`src/rtl/mt_thread_sched.sv`:
```
// Barrel-processor thread scheduler: tracks per-thread run state and picks the tid fetched each cycle.
// Optional macro SCHED_SKIP_EN selects work-conserving round-robin; undefined gives strict barrel rotation.
module mt_thread_sched #(
  parameter int NUM_THREADS  = 8,
  parameter int BITS_THREADS = $clog2(NUM_THREADS)
) (
  input  logic                    clk,
  input  logic                    rst,
  input  logic [NUM_THREADS-1:0]  thread_en,
  input  logic                    stall_req,
  input  logic [BITS_THREADS-1:0] stall_tid,
  input  logic                    wake_req,
  input  logic [BITS_THREADS-1:0] wake_tid,
  input  logic                    halt_req,
  input  logic [BITS_THREADS-1:0] halt_tid,
  output logic [BITS_THREADS-1:0] tid,
  output logic                    tid_valid,
  output logic [NUM_THREADS-1:0]  ready_mask,
  output logic                    all_halted
);

  typedef enum logic [1:0] {
    ST_OFF     = 2'd0,
    ST_READY   = 2'd1,
    ST_BLOCKED = 2'd2,
    ST_HALTED  = 2'd3
  } thr_state_e;

  thr_state_e                state_r     [NUM_THREADS];
  thr_state_e                state_nxt_s [NUM_THREADS];
  logic [NUM_THREADS-1:0]    ready_s;
  logic [NUM_THREADS-1:0]    active_s;
  logic [BITS_THREADS-1:0]   last_r;
  logic [BITS_THREADS-1:0]   cand_s;
  logic [BITS_THREADS-1:0]   idx_s;
  logic                      cand_ok_s;

  // Per-thread next state; the if-chain order encodes event priority (stall beats wake).
  always_comb begin
    for (int i = 0; i < NUM_THREADS; i++) begin
      state_nxt_s[i] = state_r[i];
      if (!thread_en[i]) begin
        state_nxt_s[i] = ST_OFF;
      end else if (halt_req && (halt_tid == BITS_THREADS'(i))) begin
        state_nxt_s[i] = ST_HALTED;
      end else if (stall_req && (stall_tid == BITS_THREADS'(i)) && (state_r[i] == ST_READY)) begin
        state_nxt_s[i] = ST_BLOCKED;
      end else if (wake_req && (wake_tid == BITS_THREADS'(i)) && (state_r[i] == ST_BLOCKED)) begin
        state_nxt_s[i] = ST_READY;
      end else if (state_r[i] == ST_OFF) begin
        state_nxt_s[i] = ST_READY;
      end else begin
        state_nxt_s[i] = state_r[i];
      end
    end
  end

  // Status vectors decoded from the registered state.
  always_comb begin
    ready_s  = {NUM_THREADS{1'b0}};
    active_s = {NUM_THREADS{1'b0}};
    for (int i = 0; i < NUM_THREADS; i++) begin
      ready_s[i]  = (state_r[i] == ST_READY);
      active_s[i] = (state_r[i] == ST_READY) || (state_r[i] == ST_BLOCKED);
    end
  end

`ifdef SCHED_SKIP_EN
  // Work-conserving pick: first READY thread after last, wrapping; k=NUM_THREADS revisits last itself.
  always_comb begin
    cand_s    = last_r;
    cand_ok_s = 1'b0;
    idx_s     = last_r;
    for (int k = 1; k <= NUM_THREADS; k++) begin
      idx_s = last_r + BITS_THREADS'(k);
      if (!cand_ok_s && ready_s[idx_s]) begin
        cand_s    = idx_s;
        cand_ok_s = 1'b1;
      end else begin
        cand_ok_s = cand_ok_s;
      end
    end
  end
`else
  // Strict barrel pick: always the next slot; a non-READY owner turns it into a bubble.
  always_comb begin
    idx_s     = last_r + BITS_THREADS'(1);
    cand_s    = idx_s;
    cand_ok_s = ready_s[idx_s];
  end
`endif

  // State, rotation pointer and registered outputs.
  always_ff @(posedge clk) begin
    if (!rst) begin
      for (int i = 0; i < NUM_THREADS; i++) begin
        state_r[i] <= ST_OFF;
      end
      last_r     <= BITS_THREADS'(NUM_THREADS - 1);
      tid        <= {BITS_THREADS{1'b0}};
      tid_valid  <= 1'b0;
      ready_mask <= {NUM_THREADS{1'b0}};
      all_halted <= 1'b1;
    end else begin
      for (int i = 0; i < NUM_THREADS; i++) begin
        state_r[i] <= state_nxt_s[i];
      end
      ready_mask <= ready_s;
      all_halted <= ~|active_s;
`ifdef SCHED_SKIP_EN
      if (cand_ok_s) begin
        tid       <= cand_s;
        tid_valid <= 1'b1;
        last_r    <= cand_s;
      end else begin
        tid_valid <= 1'b0;
      end
`else
      last_r    <= cand_s;
      tid       <= cand_s;
      tid_valid <= cand_ok_s;
`endif
    end
  end

endmodule
```
`config.mk`:
```
export PLATFORM = sky130hd
export DESIGN_NAME = mt_thread_sched
export DESIGN_NICKNAME = d
export VERILOG_FILES = /design/src/rtl/mt_thread_sched.sv
export SDC_FILE = /design/constraint.sdc
export NUM_CORES = 1
export LEC_CHECK = 0
export BUFFER_PORTS_ARGS = -buffer_cell sky130_fd_sc_hd__buf_2
export CAP_MARGIN = 20
export CORE_ASPECT_RATIO = 0.75
export CORE_MARGIN = 2
export CORE_UTILIZATION = 30
export CTS_CLUSTER_DIAMETER = 60
export DETAILED_ROUTE_END_ITERATION = 7
export HOLD_SLACK_MARGIN = 0.12
export PLACE_DENSITY = 0.47
export RECOVER_POWER = 50
export SKIP_LAST_GASP = 1
export SYNTH_ARGS = -nofsm -noshare
export SYNTH_HDL_FRONTEND = slang
export SYNTH_SLANG_ARGS = --single-unit
export TNS_END_PERCENT = 30
```
`constraint.sdc`:
```
create_clock -name clk -period 1.9 [get_ports clk]
set_input_delay 0.19 -clock clk [delete_from_list [all_inputs] [get_ports clk]]
set_output_delay 0.19 -clock clk [all_outputs]
set_load 0.01 [all_outputs]
```
======== Word-level counts from Yosys, hierarchy flattened ========
Memory sizes are Yosys's and may differ from the RTL's.
Cells that the tools add are included.
operators by class
  $add $sub $neg .......................... 1
  order comparisons ....................... 1
  eq/ne operators ......................... 37
  mux-type cells .......................... 52
  bitwise gates (word level) .............. 8
  reduce and logical (&&, ||, !) cells .... 61
operators with widths
  cell                                                                          number
  2-bit two-way mux                                                             48
  1-bit logical AND                                                             40
  3-bit equality test, second input constant                                    12
  3-bit by 2-bit equality test with 1-bit output, second input constant         6
  2-bit by 1-bit equality test with 1-bit output, second input constant         8
  2-bit equality test, second input constant                                    8
  2-bit logical NOT                                                             8
  3-bit by 1-bit equality test with 1-bit output, second input constant         3
  3-bit logical NOT                                                             3
  1-bit logical OR                                                              8
  1-bit OR                                                                      8
  8-bit OR reduction                                                            1
  3-bit by 4-bit less-than comparator with 1-bit output, second input constant  1
  3-bit by 1-bit adder with 3-bit output, second input constant                 1
  1-bit binary-select mux with 3-bit select                                     1
  1-bit two-way mux                                                             3
  1-bit logical NOT                                                             1
word-level totals
  register bits ........................... 16
  memory bits (writable) .................. 16
  input port bits ......................... 22
  logic and storage cells ................. 166
  memories ................................ 1
memory list
  name     words  width  rd ports  clocked after Yosys merged registers in  write ports  line  RTL
  state_r  8      2      8         0                                        8            29    thr_state_e state_r [NUM_THREADS];

======== Logic depth before layout (Yosys ltp) ========
Gate-level depths: netlist of run 1.
  word-level depth ........................ 8
  gate-level depth with buffers ........... 4
  depth with buffers taken out ............ 4

======== Least setup slack after synthesis of run 1 ========
OpenSTA, ideal clock, no wires.
  kind .................................... reg-to-reg
  from .................................... reg last_r[0]
  to ...................................... reg tid_valid
  setup time .............................. 0.117 ns
  data arrival time ....................... 1.376 ns
  setup slack ............................. 0.407 ns
  stages on the path, launching flop included .. 4
  clock period less this slack ............ 1.493 ns
  cell sequence ........................... dfxtp_1 > ha_1 > mux4_1 > a22o_1
on the way
  longest elaborated chain between the ends .. 3
ends and longest elaborated chain
  what                                       line  RTL
  start: declaration                         33    logic [BITS_THREADS-1:0] last_r;
  start signal: assignment                   99    last_r <= BITS_THREADS'(NUM_THREADS - 1);
  start signal: assignment                   119   last_r <= cand_s;
  3-bit by 1-bit adder with 3-bit output     87    idx_s = last_r + BITS_THREADS'(1);
  via cand_s[1]                              34    logic [BITS_THREADS-1:0] cand_s;
  1-bit binary-select mux with 3-bit select  89    cand_ok_s = ready_s[idx_s];
  1-bit two-way mux (not written as such)    89
  end signal: assignment                     121   tid_valid <= cand_ok_s;
  end: declaration                           17    output logic tid_valid,
The timed path passes the listed nets, and every way through them passes these cells. The select of a mux whose other input is x is not followed.
A chain may end at the register's enable or synchronous reset.

======== Worst setup path in the final report of run 1 ========
Ends and elaborated chain as after synthesis.

==> results.toml, run 1 <==
[setup_path]
arrival_ns = 1.73
path_cells = "ha_1, mux4_1, a22o_1"
path_buf_inv = 0
cp-end-kind = "flip-flop"
crit_required_ns = 2.08
critPathMaxStageDelay_ns = 0.55
crit_fanout = 5
critPathKind = "reg2reg"
crit_path_start_kind = "flip-flop"
path_delay_family = "multiplexers"
cp_slowest_cell = "mux4_1"

[timing]
fmax_mhz = 646
fin_skew_ns = 0.00427
fin_crit_sh_pct = 81.4
worstMarginPinSlew_ns = 0.489
hold_viol = 0
rsz0062_at_grt = "false"
setup_tns_ns = 0
period_minus_slack_ns = 1.55
setup_viol = 0
worst_slack_ns = 0.353
max_slew_margin_pct = 67.0
drv_slew = 0

[global_routing]
grt.overflow.total = 0
antenna_found_initial = 0
grt_pass1_vias = 1294
grt_start_max_net_pins = 18
grtUsageTotal_pct = 13.7
grt_pass1_wl_um = 6650

[die]
start_util_pct = 30.7
fp.dieH_um = 70.5
rows = 24
io_pins = 35
die_x_um = 92.7
die-area_um2 = 6530
core_area_um2 = 5770

[cells_and_area]
final_common_cell = "dfxtp_1"
mostFrequentLayoutCells = "dfxtp_1 (32), ha_1 (25), buf_2 (22), inv_1 (18), a311oi_1 (16)"
multiInputGateArea_um2 = 1030
area_delta_synth_final_pct = 19.8
fin_nets = 262
n_fill_cell = 603
num_antenna_cells = 0
register_area_um2 = 641
layout-drive-gt1-share_pct = 15.3

[yosys]
synth.distinct_cells = 27
syn_inst = 177
syn_nets = 224
yosysWarnings = 0
ys_seq_area_share_pct = 36.2
ys_ff_latch = 32
synth_area_um2 = 1770
avgSynthCellArea_um2 = 10.0

[cts]
htree_levels = 2
clk-insertion-delay-late_ns = 0.28
clockRootBuffer = "clkbuf_8"
clkSlewWorstSetupHoldPaths_ns = 0.07
ctsResizeCount = 0
hold_buffers = 0
cts_buffers = 5
cts_sinks = 32
cts_tree = "done"
clock_path_buffers = 2
post-cts-setup-buffers = 0

[power_and_ir_drop]
ir_drop_v = 0.000282
leakage_nw = 0.946
p_total_mw = 1.63
p_per_area_nw_per_um2 = 768

[route]
wl_per_cell_um = 14.2
wl_um = 4190
drt_iter0_drc = 65
drtPass1Iterations = 5
via_count = 1413
via_per_inst = 4.81
drc = 0
antenna_left = 0

[placed_design]
gp_routability_congestion = 0.801
port-buffer-count = 34
dp_slack_ns = 0.360
dp_hpwl_um = 3210

[job]
cap_viol_max_count = 0

[status]
status = "finished, final reports clean"

[min_path]
hold_path_class = "in2reg"
[per-layer routing]
layer | vias up | routed length, um | share of wire, % | global-route usage (%)
met1 | 630 | 2250 | 54 | 20.2
met5 | - | 0 | 0 | 0
met3 | 5 | 267 | 6.4 | 4.10
met2 | 43 | 1630 | 39 | 19.0
li1 | 735 | - | - | -
met4 | 0 | 40 | 0.96 | 4.58
[synth_stat cells, drive strengths merged]
master / number / area [um2]
nor4bb: 3 / 30.0
nand2: 9 / 33.8
or4: 2 / 15.0
a22o: 1 / 8.76
and2: 13 / 81.3
nand2b: 1 / 6.26
xor2: 1 / 8.76
dfxtp: 32 / 641
o311a: 8 / 80.1
nor4b: 1 / 8.76
a311oi: 16 / 140
and4b: 3 / 30.0
clkbuf: 3 / 11.3
ha: 25 / 313
o21ai: 1 / 5.00
inv: 18 / 67.6
nor2b: 4 / 25.0
and2b: 2 / 15.0
and3: 6 / 37.5
nand3: 8 / 40.0
mux4: 2 / 48.8
buf: 3 / 21.3
o31ai: 8 / 60.1
nor2: 4 / 15.0
and4: 3 / 26.3
[registers in the layout, indices dropped and copies added, names as in the netlist]
register,flops
tid_valid,1
state_r,16
ready_mask,8
last_r,3
tid,3
all_halted,1
[logic make-up after synthesis]
family | count (synthesis) | synth area share [%]
mux | 2 | 2.76
flops | 32 | 36.2
fa+ha+maj | 25 | 17.7
buf+inv | 24 | 5.66
simple gates | 59 | 20.6
xor+xnor | 1 | 0.495
compound gates | 34 | 16.6
[final cells by class]
type / count / share of cell area, %
clock buffer: 6 / 3.42
clock inverter: 2 / 1.65
inverter: 18 / 3.19
multi-input combinational: 121 / 48.5
sequential: 32 / 30.2
tap: 78 / 4.60
timing repair buffer: 37 / 8.38
[metrics by stage]
stage / util [%] / cell area (um2) / std cells / hold slack [ns]
6_report: 36.8 / 2120 / 294 / 0.156
3_3_place_gp: 35.2 / 2030 / 286 / 0.438
4_1_cts: 37.0 / 2130 / 294 / 0.150
2_1_floorplan: - / 1770 / 177 / 0.321
5_1_grt: 36.8 / 2120 / 294 / 0.160
3_5_place_dp: 35.2 / 2030 / 286 / 0.439
[worst paths after layout]
path,slack [ns],from,depth (start not counted),end
worst max-delay path,0.35,last_r[0],3,tid_valid
worst min-delay path,0.16,thread_en[2],2,state_r[0][5]
worst max register to register,0.35,last_r[0],3,tid_valid
worst min register to register,0.46,last_r[0],1,last_r[0]
[power by group]
part / total [mW] / internal [mW] / switching [mW]
sequential: 0.736 / 0.715 / 0.0210
combinational: 0.244 / 0.108 / 0.136
clock: 0.647 / 0.389 / 0.258
Power figures use the tool's default switching activity.
==> inputs of run 2 (changes only) <==
--- a/config.mk
+++ b/config.mk
@@ -5,6 +5,7 @@
 export SDC_FILE = /design/constraint.sdc
 export NUM_CORES = 1
 export LEC_CHECK = 0
+export ABC_AREA = 1
 export BUFFER_PORTS_ARGS = -buffer_cell sky130_fd_sc_hd__buf_2
 export CAP_MARGIN = 20
 export CORE_ASPECT_RATIO = 0.75
@@ -13,7 +14,7 @@
 export CTS_CLUSTER_DIAMETER = 60
 export DETAILED_ROUTE_END_ITERATION = 7
 export HOLD_SLACK_MARGIN = 0.12
-export PLACE_DENSITY = 0.47
+export PLACE_DENSITY = 0.48
 export RECOVER_POWER = 50
 export SKIP_LAST_GASP = 1
 export SYNTH_ARGS = -nofsm -noshare
==> constraint.sdc (replaced) <==
create_clock -name clk -period 1.3 [get_ports clk]
set_input_delay 0.13 -clock clk [delete_from_list [all_inputs] [get_ports clk]]
set_output_delay 0.13 -clock clk [all_outputs]
set_load 0.01 [all_outputs]
==> results.toml, run 2 <==
[yosys]
syn_inst = 241
muxShareOfSynthArea_pct = 0
avgSynthCellArea_um2 = 7.41
yosysWarnings = 0
ys_seq_area_share_pct = 35.9
synth_top_family_by_area = "simple AND/OR/NAND/NOR gates"
ys.flop_type = "dfxtp_1"
synthSimpleGateAreaFrac_pct = 26.7
yosys.area_share.xor_xnor_pct = 0.491
synth-edff-count = 0
ys_top_cells_by_area = "dfxtp_1 (36%), ha_1 (18%), inv_1 (11%)"
synth_compound_area_share_pct = 7.71
syn_nets = 288
synth_top_area_share_pct = 35.9
ys_ff_latch = 32
synth.distinct_cells = 20
async_reset_ff_share_pct = 0
synthAdderAreaFrac_pct = 17.5
synth_area_um2 = 1790
yosysMostFrequentCell = "inv_1"
yosys.area.top_type = "dfxtp_1"
netlist_top_cells_count = "inv_1 (53), nand2_1 (40), nand3_1 (35)"

[route]
drt_iter0_drc = 40
drtPass1Iterations = 4
antenna_left = 0
wl_per_cell_um = 11.4
drc = 0
via_per_inst = 4.24
via_count = 1563
wl_um = 4220

[cts]
clk-insertion-delay-late_ns = 0.28
post-cts-setup-buffers = 0
htree_levels = 2
cts_buffers = 5
clockRootBuffer = "clkbuf_8"
clkSlewWorstSetupHoldPaths_ns = 0.07
clock_path_buffers = 2
cts_sinks = 32
cts_tree = "done"

[cells_and_area]
layout-drive-gt1-share_pct = 14.8
top_register = "state_r"
stdcell_count = 369
area_delta_synth_final_pct = 25.2
n_fill_cell = 625
fin_area_um2 = 2240
reg.largest.list = "state_r (16), ready_mask (8)"
final_common_cell = "inv_1"
fin_nets = 338
num_antenna_cells = 0
mostFrequentLayoutCells = "inv_1 (53), nand2_1 (40), nand3_1 (35), dfxtp_1 (31), ha_1 (24)"
largest_reg_flops = 16

[status]
status = "finished, final reports clean"

[die]
io_pins = 35
die-area_um2 = 6590
start_util_pct = 30.8
rows = 24
die_x_um = 93.1
fp.dieH_um = 70.8
core_area_um2 = 5800

[min_path]
hold_path_class = "in2reg"

[setup_path]
crit_path_start_kind = "flip-flop"
cp_slowest_cell = "dfxtp_1"
cp-end-kind = "flip-flop"
critPathKind = "reg2reg"
arrival_ns = 1.45
regToRegSetupSlack_ns = 0.07
crit_path_frequent_cell = "nand2_1"
crit_required_ns = 1.52
path_cells = "inv_1, ha_1, nor4_4, nand2_1, nand2_1"
crit_fanout = 3
critPathMaxStageDelay_ns = 0.33
path_buf_inv = 1
path_delay_family = "simple AND/OR/NAND/NOR gates"

[power_and_ir_drop]
p_per_area_nw_per_um2 = 983
ir_drop_v = 0.000348
leakage_nw = 1.12
p_total_mw = 2.20

[timing]
drv_slew = 0
max_slew_margin_pct = 77.2
setup_viol = 0
setup_tns_ns = 0
fmax_mhz = 813
worst_slack_ns = 0.0701
fin_skew_ns = 0.00791
worstMarginPinSlew_ns = 0.341
rsz0062_at_grt = "true"
period_minus_slack_ns = 1.23
fin_crit_sh_pct = 94.6
hold_viol = 0

[placed_design]
dp_slack_ns = -0.0348
dp_cells = 354
placed_area_um2 = 2070
port-buffer-count = 34
dp_hpwl_um = 3380
gp_routability_congestion = 0.798

[global_routing]
antenna_found_initial = 0
grt_pass1_wl_um = 6960
grt_pass1_vias = 1487
grt.overflow.total = 0
grt_start_max_net_pins = 15
grtUsageTotal_pct = 13.8

[job]
cap_viol_max_count = 0
## run 2: cell count changes after synthesis, sizes merged, moves of 4 or more
cell    before  now
inv         18   53
nand2        9   41
nand3        8   35
a311oi      16    0
nor2         4   19
a21oi        0   14
and2        13    4
o311a        8    0
o31ai        8    0
and3         6    0
a31oi        0    4
nor2b        4    0
o21ai        1    5
## run 2: final cells by class
cell class | instances | area, um2 | share of cell area [%]
timing repair buffer | 45 | 256 | 11.5
clock buffer | 6 | 72.6 | 3.25
multi-input combinational | 154 | 963 | 43.1
tap | 78 | 97.6 | 4.36
clock inverter | 1 | 5.00 | 0.224
inverter | 53 | 199 | 8.90
sequential | 32 | 642 | 28.7
## run 2: repair_timing
item	4_1_cts	5_1_grt
setup endpoints to repair	1	2
gates resized for setup	1	4
pin swaps	0	1
hold endpoints to repair	10	2
hold buffers	6	2
## run 2: cell families after synthesis
kind of cell,after synthesis
buf+inv,55
compound gates,24
fa+ha+maj,25
flops,32
simple gates,104
xor+xnor,1
## run 2: report_power, final
part	switching [mW]	leakage [nW]	internal, mW
Combinational	0.242	0.820	0.172
Clock	0.352	0.0410	0.364
Sequential	0.0259	0.264	1.04
Total	0.620	1.12	1.58
## run 2: routing by layer
layer / vias to the layer above / GRT usage (%) / share of wire [%]
li1: 854 / - / -
met1: 675 / 20.0 / 54
met2: 29 / 20.7 / 41
met3: 5 / 3.51 / 4.3
met4: 0 / 2.94 / 0.64
met5: - / 0 / 0
## run 2: path summary, 6_finish.rpt
check	to	start	cells past startpoint
setup / recovery	all_halted	state_r[0][8]	5
hold / removal	last_r[1]	rst	2
setup reg to reg	all_halted	state_r[0][8]	5
hold reg to reg	state_r[0][5]	state_r[0][5]	2
## run 2: through the flow
stage               hold slack, ns  utilization, %
CTS                          0.122            38.1
finish                       0.169            38.6
global route                 0.170            38.6
floorplan                    0.251               -
detailed placement           0.396            35.6
global placement             0.384            35.6
